===== src/rtl/conv_window_feeder.sv =====
// Streams raster pixels through two line buffers into a 3x3 window, hands each
// full window to an external dot-product unit and forwards its result. Optional macro: FEEDER_RELU_EN.
module conv_window_feeder #(
  parameter int IMG_W  = 8,
  parameter int IMG_H  = 8,
  parameter int DATA_W = 32
) (
  input  logic              clk,
  input  logic              rst_n,
  input  logic [DATA_W-1:0] pix_in,
  input  logic              pix_valid,
  output logic              pix_ready,
  output logic [DATA_W-1:0] img_bit_0,
  output logic [DATA_W-1:0] img_bit_1,
  output logic [DATA_W-1:0] img_bit_2,
  output logic [DATA_W-1:0] img_bit_3,
  output logic [DATA_W-1:0] img_bit_4,
  output logic [DATA_W-1:0] img_bit_5,
  output logic [DATA_W-1:0] img_bit_6,
  output logic [DATA_W-1:0] img_bit_7,
  output logic [DATA_W-1:0] img_bit_8,
  output logic              initate,
  input  logic [DATA_W-1:0] Result_out,
  input  logic              ready_dot,
  output logic [DATA_W-1:0] res_out,
  output logic              res_valid,
  input  logic              res_ready,
  output logic              frame_done
);

  localparam int CW = $clog2(IMG_W);
  localparam int RW = $clog2(IMG_H);
  localparam logic [CW-1:0] COL_LAST = CW'(IMG_W - 1);
  localparam logic [RW-1:0] ROW_LAST = RW'(IMG_H - 1);
  localparam logic [CW-1:0] COL_TWO  = CW'(2);
  localparam logic [RW-1:0] ROW_TWO  = RW'(2);

  typedef enum logic [1:0] {FILL, ISSUE, WAIT, OUTPUT} state_t;

  state_t            state, state_nxt;
  logic [DATA_W-1:0] line0 [IMG_W];  // previous row
  logic [DATA_W-1:0] line1 [IMG_W];  // row before that
  logic [DATA_W-1:0] win   [9];
  logic [CW-1:0]     col;
  logic [RW-1:0]     row;
  logic              last_win;
  logic              accept;
  logic [DATA_W-1:0] res_q;

  // NOTE: sequential state uses non-blocking assignments so every register
  // samples pre-edge values regardless of process ordering.
  always_ff @(posedge clk or negedge rst_n) begin
    if (!rst_n) state <= FILL;
    else        state <= state_nxt;
  end

  // NOTE: every output of this block is defaulted first; a missing branch
  // would otherwise infer a latch.
  always_comb begin
    state_nxt  = state;
    pix_ready  = 1'b0;
    initate    = 1'b0;
    res_valid  = 1'b0;
    frame_done = 1'b0;
    accept     = 1'b0;
    case (state)
      FILL: begin
        pix_ready = 1'b1;
        accept    = pix_valid;
        if (pix_valid && row >= ROW_TWO && col >= COL_TWO) state_nxt = ISSUE;
      end
      ISSUE: begin
        initate   = 1'b1;
        state_nxt = WAIT;
      end
      WAIT: if (ready_dot) state_nxt = OUTPUT;
      OUTPUT: begin
        res_valid = 1'b1;
        if (res_ready) begin
          state_nxt  = FILL;
          frame_done = last_win;
        end
      end
      default: state_nxt = FILL;
    endcase
  end

  // NOTE: the line buffers carry an async clear because the whole datapath must
  // read zero in reset; this keeps them as flops rather than block RAM.
  always_ff @(posedge clk or negedge rst_n) begin
    if (!rst_n) begin
      for (int i = 0; i < IMG_W; i++) begin
        line0[i] <= '0;
        line1[i] <= '0;
      end
      for (int k = 0; k < 9; k++) win[k] <= '0;
      col      <= '0;
      row      <= '0;
      last_win <= 1'b0;
      res_q    <= '0;
    end else begin
      if (accept) begin
        // Window shifts left one column; the new right column is rows r-2, r-1, r.
        win[0] <= win[1];
        win[1] <= win[2];
        win[2] <= line1[col];
        win[3] <= win[4];
        win[4] <= win[5];
        win[5] <= line0[col];
        win[6] <= win[7];
        win[7] <= win[8];
        win[8] <= pix_in;
        line1[col] <= line0[col];
        line0[col] <= pix_in;
        last_win   <= (row == ROW_LAST) && (col == COL_LAST);
        if (col == COL_LAST) begin
          col <= '0;
          row <= (row == ROW_LAST) ? '0 : row + RW'(1);
        end else begin
          col <= col + CW'(1);
        end
      end
      if (state == WAIT && ready_dot) begin
`ifdef FEEDER_RELU_EN
        res_q <= Result_out[DATA_W-1] ? '0 : Result_out;
`else
        res_q <= Result_out;
`endif
      end
    end
  end

  assign img_bit_0 = win[0];
  assign img_bit_1 = win[1];
  assign img_bit_2 = win[2];
  assign img_bit_3 = win[3];
  assign img_bit_4 = win[4];
  assign img_bit_5 = win[5];
  assign img_bit_6 = win[6];
  assign img_bit_7 = win[7];
  assign img_bit_8 = win[8];
  assign res_out   = res_q;

endmodule


===== config.mk =====
export PLATFORM = sky130hd
export DESIGN_NAME = conv_window_feeder
export DESIGN_NICKNAME = d
export VERILOG_FILES = /design/src/rtl/conv_window_feeder.sv
export SDC_FILE = /design/constraint.sdc
export NUM_CORES = 2
export LEC_CHECK = 0
export CAP_MARGIN = 10
export CORE_MARGIN = 2
export CORE_UTILIZATION = 30
export CTS_CLUSTER_SIZE = 8
export DETAILED_ROUTE_END_ITERATION = 8
export GPL_TIMING_DRIVEN = 0
export PLACE_DENSITY_LB_ADDON = 0.3
export SYNTH_ARGS = -nofsm -noshare
export SYNTH_HDL_FRONTEND = slang
export SYNTH_SLANG_ARGS = --single-unit

===== constraint.sdc =====
create_clock -name clk -period 4.4 [get_ports clk]
set_input_delay 0.44 -clock clk [delete_from_list [all_inputs] [get_ports clk]]
set_output_delay 0.44 -clock clk [all_outputs]
set_load 0.02 [all_outputs]

==> key figures <==
Synthesis
  – Synth cell types: 35
  – EDFF count, synth: 0
  – Register bit total from synthesis: 841
  – Sequential share of the synthesized area: 60.5%
  – Cell Area, Synth: between 30000 and 40000 µm²
  – Mapped Cells: between 3000 and 4000
  – Synth async-reset ratio: 100%
  – Synth area leader: dfrtp_1
  – Predominant post-synthesis flop cell: dfrtp_1
  – Syn Area/Cell: approximately 11 µm²
  – Net count of the mapped netlist: ~3200
  – Ranking of synthesized cells by area: dfrtp_1, mux2_2, nand2_1
  – Yosys top cell area share: between 60% and 70%
  – Synthesis Warnings: 0

GRT
  – Vias in the first global route: between 20000 and 30000
  – Largest net degree at the start of global routing: between 100 and 150
  – All-Layer GR Usage: a little under a fifth
  – Initial antenna violation count: 5
  – Overflow after GRT: 0
  – First-pass GRT wire length: 166 mm

STA
  – Crit share post-route: 74.2%
  – Hold WS: between 0.2 and 0.3 ns
  – Crit path time final: 3.26 ns
  – Max-slew violations: 0
  – Worst-Margin Slew: 1.04 ns
  – Skew final: 0.0612 ns
  – Setup TNS: 0 ns
  – Endpoints failing hold: 0
  – RSZ-0062 raised after global routing: false
  – Maximum clock rate: 306 MHz
  – Setup violations, final: 0
  – Final WS setup: roughly 1.1 ns
  – Slew headroom: between 30% and 40%

Route
  – Vias per cell: 4.87
  – DR DRC count: 0
  – Via count: roughly 25000
  – Iter 0 DRT Violations: around 1800
  – Routed WL per cell: ~21 µm
  – Drt pass-1 iters: 8
  – Post-Route WL: between 100 and 150 mm
  – Final ANT Viol Nets: 0

Placement
  – DP Wirelength: approximately 79 mm
  – DP Area: approximately 41000 µm²
  – Setup WS pre-CTS: between 1 and 1.5 ns
  – Final Wtd Congestion: between 0.8 and 0.9
  – IO buf count: 392

Setup path
  – Critical Path Start Type: flip-flop
  – CP max stage cell: nor2_2
  – Crit path cell chain: buf_2, nand2_1, clkbuf_1, o22ai_1, nor2_2, a21oi_1
  – Worst Path Max Fanout: 10
  – CP Capture Type: flip-flop
  – Reg-to-reg endpoint: line1[12]
  – Worst reg2reg setup slack: between 1 and 1.5 ns
  – Critical Path End: line1[12]
  – Worst r2r src: col[1]
  – Worst endpoint required time: 4.88 ns
  – Critical Path Start: col[1]
  – Critical path arrival: between 3 and 4 ns
  – R2R cell count: 6
  – Slowest cell delay on critical path: just over 0.8 ns
  – Critical path type: reg2reg

Clock tree
  – Root Driver: clkbuf_16
  – Post-CTS setup buffer count: 0
  – CTS H-Tree Depth: 3
  – Worst-Skew Late Latency: 0.70 ns
  – Clock transition at path regs: around 0.06 ns
  – CTS tree: done
  – PostCTS Resize Cnt: 0
  – CTS buffer count: approximately 120
  – # clock sinks: ~840
  – Clock Path Buffers: 3

Finish
  – Fillers: between 10000 and 15000
  – Most used cells in the layout excluding fill and tap cells: nand2_1, dfrtp_1, clkdlybuf4s50_1
  – Synthesis-to-finish area growth: 26.1%
  – Commonest non-fill, non-tap cell in the layout: nand2_1
  – Layout cell share with drive strength beyond 1: 16.3%
  – NumNets Final: 3748
  – Biggest regs: line0 x256, line1 x256
  – Design area: between 40000 and 50000 µm²

Floorplanning
  – IO Pins: just under 400
  – Die Wd: about 340 µm
  – Row count: 124
  – Core Region: roughly 110000 µm²
  – Die area: around 120000 µm²
  – Die H: 345 µm
  – Initial Util: 30.4%

Run status
  – Status: finished clean

Power
  – Maximum vdd drop: between 0.4 and 0.5 mV
  – Total power: ~0.035 W
  – PD cells: 807 nW/µm²
  – Leakage Power: 20.6 nW

Min path
  – Hold Path Class: in2async

Run
  – Number of max-cap violations: 0
[per-stage QoR]
stage                     utilization (%)  std cells
after floorplan                         -       3152
after global routing                 38.3       5190
after CTS                            38.3       5190
after global placement               35.4       5056
final                                38.3       5191
after detailed placement             35.6       5064
[cells by family after synthesis]
family / Yosys count / share of synthesized area, %
buf+inv: 209 / 3.10
mux: 546 / 16.7
simple gates: 1092 / 12.4
flops: 841 / 60.5
compound gates: 455 / 7.02
fa+ha+maj: 9 / 0.324
[critical path: cells and delay by family (launching register included)]
| family | cells | cell delay, ns |
|---|---|---|
| and+or+nand+nor | 2 | 1.26 |
| AOI/OAI and AO/OA | 2 | 0.46 |
| DFF | 1 | 0.44 |
| buffers and inverters | 2 | 0.84 |
[how the worst min path moves through the flow]
| stage | to |
|---|---|
| after floorplan | col[0] |
| after global placement | last_win |
| after detailed placement | img_bit_0[17] |
| after CTS | img_bit_0[22] |
| after global routing | img_bit_0[14] |
| final | img_bit_0[22] |
[repair_timing]
item / in CTS / in global routing
hold buffers: 1 / 0
hold endpoints to repair: 48 / 0
setup endpoints to repair: 0 / 0
[final cells by class]
| cell class | instances | area (µm²) | area share [%] |
|---|---|---|---|
| flip-flops and latches | 841 | 21000 | 47.9 |
| clock buffers | 119 | 2920 | 6.66 |
| diodes | 1 | 2.50 | 0.00570 |
| repair buffers | 401 | 4160 | 9.47 |
| plain buffers | 206 | 1070 | 2.43 |
| well taps | 1512 | 1890 | 4.31 |
| multi-input cells | 2102 | 12700 | 28.9 |
| clock inverters | 6 | 110 | 0.251 |
| inverters | 3 | 11.3 | 0.0257 |
[Yosys cell counts, types with 2 or more instances]
master	n
mux2_1	5
a21oi_1	192
nor3_4	2
inv_1	2
nand2b_1	5
nand3_2	2
nor2_1	198
nand2_1	843
nand3_1	2
mux2_2	285
buf_6	4
nor3_1	2
dfrtp_1	841
mux2i_1	256
o21ai_0	132
buf_4	35
o22ai_1	128
buf_1	6
nor2_2	29
buf_2	106
clkbuf_1	55
ha_1	9
[report_power, final]
part	internal [W]	switching (W)
Combinational	0.00590	0.00853
Sequential	0.0110	0.00206
Clock	0.00462	0.00326
[layer usage]
metal,share of wire (%),global-route usage [%]
met1,45,25.3
met4,2.7,5.55
met3,5.6,3.33
met2,47,29.8
met5,0.024,0
Note: power is estimated with default switching activity, not from simulation.
